[src/rtl/dff_chain_ctrl.sv]
// Serializes a word LSB-first into an external free-running DFF chain and reassembles its output.
// Optional build macro DFF_CHAIN_CHECK_EN adds a returned-vs-sent mismatch flag on err.
module dff_chain_ctrl #(
    parameter int unsigned WIDTH = 8,
    parameter int unsigned DEPTH = 4
) (
    input  logic             clk,
    input  logic             rst_n,
    input  logic             in_valid,
    output logic             in_ready,
    input  logic [WIDTH-1:0] in_data,
    output logic             out_valid,
    input  logic             out_ready,
    output logic [WIDTH-1:0] out_data,
    output logic             err,
    output logic             busy,
    output logic             chain_in,
    input  logic             chain_out
);

    localparam int unsigned Total = WIDTH + DEPTH;
    localparam int unsigned CntW  = $clog2(Total);

    typedef enum logic [1:0] {StIdle, StRun, StDone} state_e;

    state_e            state_q, state_d;
    logic [CntW-1:0]   cnt_q, cnt_d;
    logic [WIDTH-1:0]  tx_q, tx_d;
    logic [WIDTH-1:0]  rx_q, rx_d;
    logic [WIDTH-1:0]  tx_shift;
    logic              run_last;

    assign run_last = (state_q == StRun) && (cnt_q == CntW'(Total - 1));

    always_comb begin
        state_d  = state_q;
        cnt_d    = cnt_q;
        tx_d     = tx_q;
        rx_d     = rx_q;
        chain_in = 1'b0;
        tx_shift = tx_q >> cnt_q;
        unique case (state_q)
            StIdle: begin
                if (in_valid) begin
                    tx_d    = in_data;
                    cnt_d   = '0;
                    state_d = StRun;
                end
            end
            StRun: begin
                if (cnt_q < CntW'(WIDTH)) begin
                    chain_in = tx_shift[0];
                end
                // Bit injected at cnt = i emerges from the chain at cnt = i + DEPTH.
                for (int unsigned i = 0; i < WIDTH; i++) begin
                    if (cnt_q == CntW'(i + DEPTH)) begin
                        rx_d[i] = chain_out;
                    end
                end
                if (run_last) begin
                    state_d = StDone;
                end else begin
                    cnt_d = cnt_q + CntW'(1);
                end
            end
            StDone: begin
                if (out_ready) begin
                    state_d = StIdle;
                end
            end
            default: state_d = StIdle;
        endcase
    end

    always_ff @(posedge clk) begin
        if (!rst_n) begin
            state_q <= StIdle;
            cnt_q   <= '0;
            tx_q    <= '0;
            rx_q    <= '0;
        end else begin
            state_q <= state_d;
            cnt_q   <= cnt_d;
            tx_q    <= tx_d;
            rx_q    <= rx_d;
        end
    end

    assign in_ready  = (state_q == StIdle);
    assign out_valid = (state_q == StDone);
    assign busy      = (state_q != StIdle);
    assign out_data  = rx_q;

`ifdef DFF_CHAIN_CHECK_EN
    logic err_q, err_d;

    always_comb begin
        err_d = err_q;
        if (run_last) begin
            err_d = (rx_d != tx_q);
        end else if (state_q == StDone && out_ready) begin
            err_d = 1'b0;
        end
    end

    always_ff @(posedge clk) begin
        if (!rst_n) begin
            err_q <= 1'b0;
        end else begin
            err_q <= err_d;
        end
    end

    assign err = err_q;
`else
    assign err = 1'b0;
`endif

endmodule

[config.mk]
export PLATFORM = sky130hd
export DESIGN_NAME = dff_chain_ctrl
export DESIGN_NICKNAME = d
export VERILOG_FILES = /design/src/rtl/dff_chain_ctrl.sv
export SDC_FILE = /design/constraint.sdc
export NUM_CORES = 1
export LEC_CHECK = 0
export CORE_ASPECT_RATIO = 1.1
export CORE_MARGIN = 2
export CORE_UTILIZATION = 39
export DETAILED_ROUTE_END_ITERATION = 6
export PLACE_DENSITY = 0.67
export SYNTH_ARGS = -nofsm -noshare
export SYNTH_HDL_FRONTEND = slang
export SYNTH_SLANG_ARGS = --single-unit
export TNS_END_PERCENT = 1
[constraint.sdc]
create_clock -name clk -period 3.85 [get_ports clk]
set_clock_uncertainty 0.05 [all_clocks]
set_input_delay 0.5775 -clock clk [delete_from_list [all_inputs] [get_ports clk]]
set_output_delay 0.5775 -clock clk [all_outputs]
set_load 0.01 [all_outputs]
# After elaboration in Yosys (flattened, before gate mapping)
# Cells that the tools add are included.
# op_classes
n_addsub,1
order_cmp,1
n_eq_ne,14
n_shift,1
mux,9
n_reduce_logical,15
# ops
op,n
$reduce_and 2->1,9
$eq 4x3->1 const B,4
$eq 4x4->1 const B,4
$mux 4,2
$pmux 4 s2,1
$shr 8x4->1,1
$mux 2,3
$ne 2x2->1 const B,3
$pmux 2 s3,1
$reduce_and 3->1,2
$add 4x1->4 const B,1
$lt 4x4->1 const B,1
$reduce_bool 2->1,2
$eq 2x1->1 const B,1
$eq 2x2->1 const B,1
$logic_not 2->1,1
$mux 1,2
$ne 2x1->1 const B,1
$logic_and 1x1->1,1
# totals
register_bits,22
in_bits,13
elab_cells,52

# Logic depth before layout (Yosys ltp)
# Gate-level depths: netlist (run 1).
# logic_depth
depth_word,4
ltp_mapped,5

# Worst setup path after synthesis (run 1)
# OpenSTA, ideal clock, no wires.
# synth_timing
kind,reg2out
from,register cnt_q[2]
to,output port chain_in
arrival_ps,1188
required_time_ps,3222
setup_slack_ps,2034
stages_incl_launch_ff,5
path_buffers,1
cell_sequence,dfxtp_1 -> buf_2 -> mux4_2 -> o22ai_1 -> nor4_1
# synth_between
elab_chain_cells,3
word_cells_on_any_way,4
classes_between,order compare (1); shift (1); mux (2)
# synth_rtl
item,line,rtl
"start, declared",27,"logic [CntW-1:0] cnt_q, cnt_d;"
"start signal, assigned",83,cnt_q <= cnt_d;
$shr 8x4->1 / $lt 4x4->1 (equally long branches),"41, 51",
$mux 1 (*),51,if (cnt_q < CntW'(WIDTH)) begin
$mux 1 (*),42,unique case (state_q)
"end, declared",17,"output logic chain_in,"
# Every way passes the cells marked *; elsewhere a longest branch is shown, timed or not.

# Worst setup path after layout (run 1)
# Same ends and word-level chain as after synthesis.

==> impl_metrics.json, run 1 <==
{
  "status": "finished clean",
  "worstPathArrival_ns": 2.08,
  "yosys_most_used_dff": "dfxtp_1",
  "p_total_uw": 469,
  "postCtsSetupBuffers": 0,
  "dpl.hpwl_um": 1640,
  "antennaDiodeCount": 0,
  "setup_viol": 0,
  "synth_edf_count": 0,
  "synth_top_cell_by_area": "dfxtp_1",
  "grt_start_max_net_pins": 23,
  "viasPerCell": 5.30,
  "cts_sinks": 22,
  "clk_latency_ns": 0.31,
  "maxSlewHeadroom": 0.555,
  "start_util": 0.402,
  "synth_most_common_cell": "dfxtp_1",
  "clk_pin_slew_worst_paths_ns": 0.13,
  "cts_root_buf": "clkbuf_4",
  "pwr_density_cell_nw_per_um2": 342,
  "syn_nets": 138,
  "grt_setup_unrepaired": "false",
  "crit_type": "reg2out",
  "cts_tree": "done",
  "hold_viol": 0,
  "maxSlewViolCount": 0,
  "drcViolationCount": 0,
  "tightest_slew_ns": 0.667,
  "synth-xor-area-share": 0,
  "track_usage": 0.157,
  "worstHoldPathType": "reg2reg",
  "layout-drive-gt1-share": 0.0780,
  "whs_ns": 0.432,
  "yosys.area.top_type_share": 0.405,
  "fmax_mhz": 369,
  "ant_nets": 0,
  "worstPathRequired_ns": 3.22,
  "met2_usage": 0.287,
  "setup_ws_ns": 1.14,
  "die_h_um": 59.4,
  "final.min_clock_period_ns": 2.71,
  "ys_ff_latch": 22,
  "leakagePower_uw": 0.000485,
  "fin_tns_setup_ns": 0,
  "grt-ovfl-total": 0,
  "synth_area_leaders": "dfxtp_1, mux2i_1, a21oi_1, o21ai_0, ha_1",
  "busiest_layer": "met2",
  "yosysSeqAreaShare": 0.405,
  "wl_per_cell_um": 12.7,
  "worst_ir_drop_vdd_v": 0.000276,
  "place.gp.congestion": 0.732,
  "clock_path_buffers": 2,
  "critPathMaxFanout": 11,
  "ys_types": 33,
  "cts_made_buffers": 3,
  "area_delta_synth_final_pct": 26.4,
  "firstDrtPassIters": 4,
  "async_flop_share": 0,
  "synthSimpleGateAreaFrac": 0.214,
  "core_um2": 2700,
  "grt_antenna_before_repair": 0,
  "wirelength_um": 2210,
  "synth_cells": 121,
  "drv_cap": 0,
  "post_cts_resized": 0,
  "avgSynthCellArea_um2": 8.99,
  "die_w_um": 54.3,
  "fin_nets": 159,
  "first_iter_violations": 11,
  "first_global_vias": 924,
  "yosys-top-cells-count": "dfxtp_1, a21oi_1, o21ai_0",
  "num_vias": 922,
  "pre_cts_ws_ns": 1.49,
  "yosys.area_share.adder": 0.0460,
  "muxShareOfSynthArea": 0.105,
  "cts_hold_buf": 0,
  "period_share": 0.704,
  "use_met1": 0.174,
  "die_area_um2": 3230,
  "grt_pass1_wl_um": 3770,
  "cp-start-kind": "flop",
  "io_pins": 26,
  "rows": 20,
  "h-tree-depth": 1,
  "fill_cells": 269,
  "ys.warnings.count": 0,
  "crit_path_end_kind": "output port",
  "synth-compound-area-share": 0.145,
  "synth_top_family_by_area": "simple AND/OR/NAND/NOR gates",
  "synth_area_um2": 1090,
  "io_buffers": 24,
  "grt_use_met3": 0.0328
}
## power breakdown
group          internal [uW]  switching, uW
registers                234           6.20
logic                   26.8           20.7
clock network            105           76.0
total                    366            103
## logic make-up (layout without fill, tap and decap cells)
| family | count (synthesis) | count (layout) |
|---|---|---|
| compound gates | 29 | 29 |
| simple gates | 37 | 37 |
| other cells | 1 | 1 |
| buf+inv | 18 | 38 |
| mux | 10 | 10 |
| flops | 22 | 22 |
| fa+ha+maj | 4 | 4 |
## registers in the layout, summed over array words and instances, names as in the netlist
signal    flops
out_data      8
tx_q          8
cnt_q         4
state_q       2
## final timing paths
kind | startpoint | end | slack, ns | depth (start not counted)
worst max-delay path | cnt_q[2] | chain_in | 1.14 | 4
worst min-delay path | out_data[7] | out_data[7] | 0.43 | 2
worst max register to register | cnt_q[0] | cnt_q[1] | 2.14 | 4
worst min register to register | out_data[7] | out_data[7] | 0.43 | 2
## worst max-delay path, stage by stage (launching register included)
cell and delay, ns:
dfxtp_1 0.53, mux4_2 0.54, o22ai_1 0.15, nor4_1 0.06, clkdlybuf4s50_1 0.49
## through the flow
step	utilization	std cells	cell area, um^2
global route	0.508	174	1370
global placement	0.489	170	1320
finish	0.508	174	1370
floorplan	-	121	1090
CTS	0.508	174	1370
detailed placement	0.489	170	1320
## routing by layer
layer,share of wire,vias to the layer above,routed length [um]
met3,0.057,5,127
met1,0.43,425,942
li1,-,466,-
met2,0.50,26,1110
met5,0,-,0
met4,0.014,0,31
## layout make-up
class	instances	area (um^2)	area share
inverters	9	33.8	0.0246
well taps	33	41.3	0.0301
clock inverters	1	30.0	0.0219
multi-input cells	81	558	0.406
clock buffers	3	22.5	0.0164
flip-flops and latches	22	440	0.321
repair buffers	25	248	0.180
## cell usage in the layout, fill, tap and decap left out
| cell | Yosys | layout |
|---|---|---|
| and4b_4 | 1 | 1 |
| ha_1 | 4 | 4 |
| nor4b_1 | 1 | 1 |
| clkdlybuf4s50_1 | 0 | 24 |
| and4bb_2 | 2 | 2 |
| nand2b_1 | 1 | 1 |
| nor2_1 | 10 | 10 |
| o21bai_1 | 1 | 1 |
| dfxtp_1 | 22 | 22 |
| a2111oi_0 | 1 | 1 |
| mux2i_1 | 8 | 8 |
| inv_1 | 9 | 9 |
| or4_1 | 2 | 2 |
| nor4_1 | 2 | 2 |
| o22ai_1 | 1 | 1 |
| or2_2 | 1 | 1 |
| a31oi_1 | 1 | 1 |
| nor2b_1 | 1 | 1 |
| o21ai_0 | 12 | 12 |
| conb_1 | 1 | 1 |
| mux2_2 | 1 | 1 |
| a21oi_1 | 12 | 12 |
| or4b_1 | 1 | 1 |
| nand2_1 | 2 | 2 |
| bufinv_16 | 0 | 1 |
| and2_1 | 1 | 1 |
| mux4_2 | 1 | 1 |
| clkbuf_4 | 0 | 3 |
| nand3_1 | 8 | 8 |
| o2111ai_1 | 1 | 1 |
| buf_4 | 1 | 1 |
| nand4bb_1 | 2 | 2 |
| nor3b_1 | 2 | 2 |
Note: power is estimated with default switching activity, not from simulation.
==> run 2, diff against run 1 <==
PLACE_DENSITY = 0.7   (was 0.67)
clock period = 2.2 ns   (was 3.85 ns; I/O delays follow)
==> run 2 against run 1 <==
  * Final area up 2.2%
  * Die area unchanged
  * Setup slack got worse by 1.0 ns
  * Largest cell class unchanged
  * Global-route usage grew 0.63 points
  * Routed wire length increased by 4.3%
  * Hold slack gained 0.0010 ns
  * Register-to-register slack lost 1.7 ns
  * Utilization up 1.1 points
  * Count of clock-buffer cells in the layout did not move
  * Final cell count grew 2.3%
  * Sequential share of layout area decreased by 0.60 points
==> impl_metrics.json, run 2 (synthesized netlist as in run 1, its figures left out) <==
{
  "grt_antenna_before_repair": 0,
  "fin_nets": 163,
  "cp-start-kind": "flop",
  "hold_viol": 0,
  "drv_cap": 0,
  "firstDrtPassIters": 4,
  "fin_tns_setup_ns": 0,
  "antennaDiodeCount": 0,
  "min_path_cells": 2,
  "final_cell_mix": "clkdlybuf4s50_1, dfxtp_1, o21ai_0, a21oi_1, nor2_1",
  "clk_latency_ns": 0.32,
  "first_global_vias": 868,
  "io_pins": 26,
  "grt_start_max_net_pins": 15,
  "crit_path_end_kind": "output port",
  "ant_nets": 0,
  "viasPerCell": 5.15,
  "fmax_mhz": 474,
  "worstPathRequired_ns": 1.82,
  "track_usage": 0.163,
  "layout-drive-gt1-share": 0.110,
  "worstHoldPathType": "reg2reg",
  "die_h_um": 59.4,
  "whs_ns": 0.433,
  "grt-ovfl-total": 0,
  "drcViolationCount": 0,
  "critPathMaxFanout": 2,
  "die_area_um2": 3230,
  "worstPathArrival_ns": 1.73,
  "area_delta_synth_final_pct": 29.1,
  "cts_root_buf": "clkbuf_4",
  "pwr_density_cell_nw_per_um2": 589,
  "cts_made_buffers": 3,
  "crit_type": "reg2out",
  "reg2reg_depth": 4,
  "place.gp.congestion": 0.785,
  "wl_per_cell_um": 13.0,
  "clk_pin_slew_worst_paths_ns": 0.13,
  "grt_setup_unrepaired": "false",
  "maxSlewViolCount": 0,
  "postCtsSetupBuffers": 0,
  "cts_sinks": 22,
  "rows": 20,
  "wirelength_um": 2310,
  "first_iter_violations": 23,
  "die_w_um": 54.3,
  "start_util": 0.402,
  "num_vias": 917,
  "period_share": 0.959,
  "layout_commonest_cell": "clkdlybuf4s50_1",
  "final.min_clock_period_ns": 2.11,
  "setup_viol": 0,
  "io_buffers": 24,
  "cts_tree": "done",
  "dpl.hpwl_um": 1690,
  "worst_ir_drop_vdd_v": 0.000380,
  "status": "finished clean",
  "clock_path_buffers": 2,
  "leakagePower_uw": 0.000511,
  "grt_pass1_wl_um": 3830,
  "h-tree-depth": 1,
  "core_um2": 2700
}
==> run 2: power by group <==
part | internal (uW) | switching [uW]
combinational | 48.8 | 38.4
sequential | 410 | 9.18
clock | 184 | 136
total | 643 | 184
==> run 2: worst max-delay path, cell delays in order, from the launching register on <==
cell and delay [ns]:
dfxtp_1 0.38, mux4_2 0.50, o22ai_1 0.16, nor4_1 0.06, dlygate4sd2_1 0.30
==> run 2: stage by stage <==
| step | utilization | total power, uW | cell area [um^2] | setup slack (ns) | std cells |
|---|---|---|---|---|---|
| 2_1_floorplan | - | 476 | 1090 | 0.632 | 121 |
| 3_3_place_gp | 0.500 | 514 | 1350 | 0.290 | 174 |
| 3_5_place_dp | 0.500 | 516 | 1350 | 0.253 | 174 |
| 4_1_cts | 0.519 | 834 | 1400 | 0.0843 | 178 |
| 5_1_grt | 0.519 | 858 | 1400 | 0.0426 | 178 |
| 6_report | 0.519 | 827 | 1400 | 0.0906 | 178 |
==> run 2: worst paths after layout <==
path                             startpoint          end  slack [ns]
worst max-delay path               cnt_q[2]     chain_in        0.09
worst min-delay path            out_data[6]  out_data[6]        0.43
worst max register to register     cnt_q[0]     cnt_q[1]        0.48
worst min register to register  out_data[6]  out_data[6]        0.43
==> run 2: per-layer routing <==
layer	track usage	up-vias	wire length (um)
met4	0.0750	0	45
met2	0.282	33	1140
met1	0.195	404	1010
met3	0.0227	5	120
met5	0	-	0
li1	-	475	-
==> run 2: layout make-up <==
class	instances	area [um^2]
multi-input combinational	81	558
fill	261	1300
sequential	22	442
tap	33	41.3
clock buffer	3	22.5
clock inverter	1	30.0
inverter	9	33.8
timing repair buffer	29	277
==> run 2: repair_timing <==
| action | in CTS | in global routing |
|---|---|---|
| endpoints found under the setup margin | 1 | 0 |
| resized for setup | 2 | 0 |
| hold endpoints to repair | 0 | 0 |
| hold buffers | 0 | 0 |
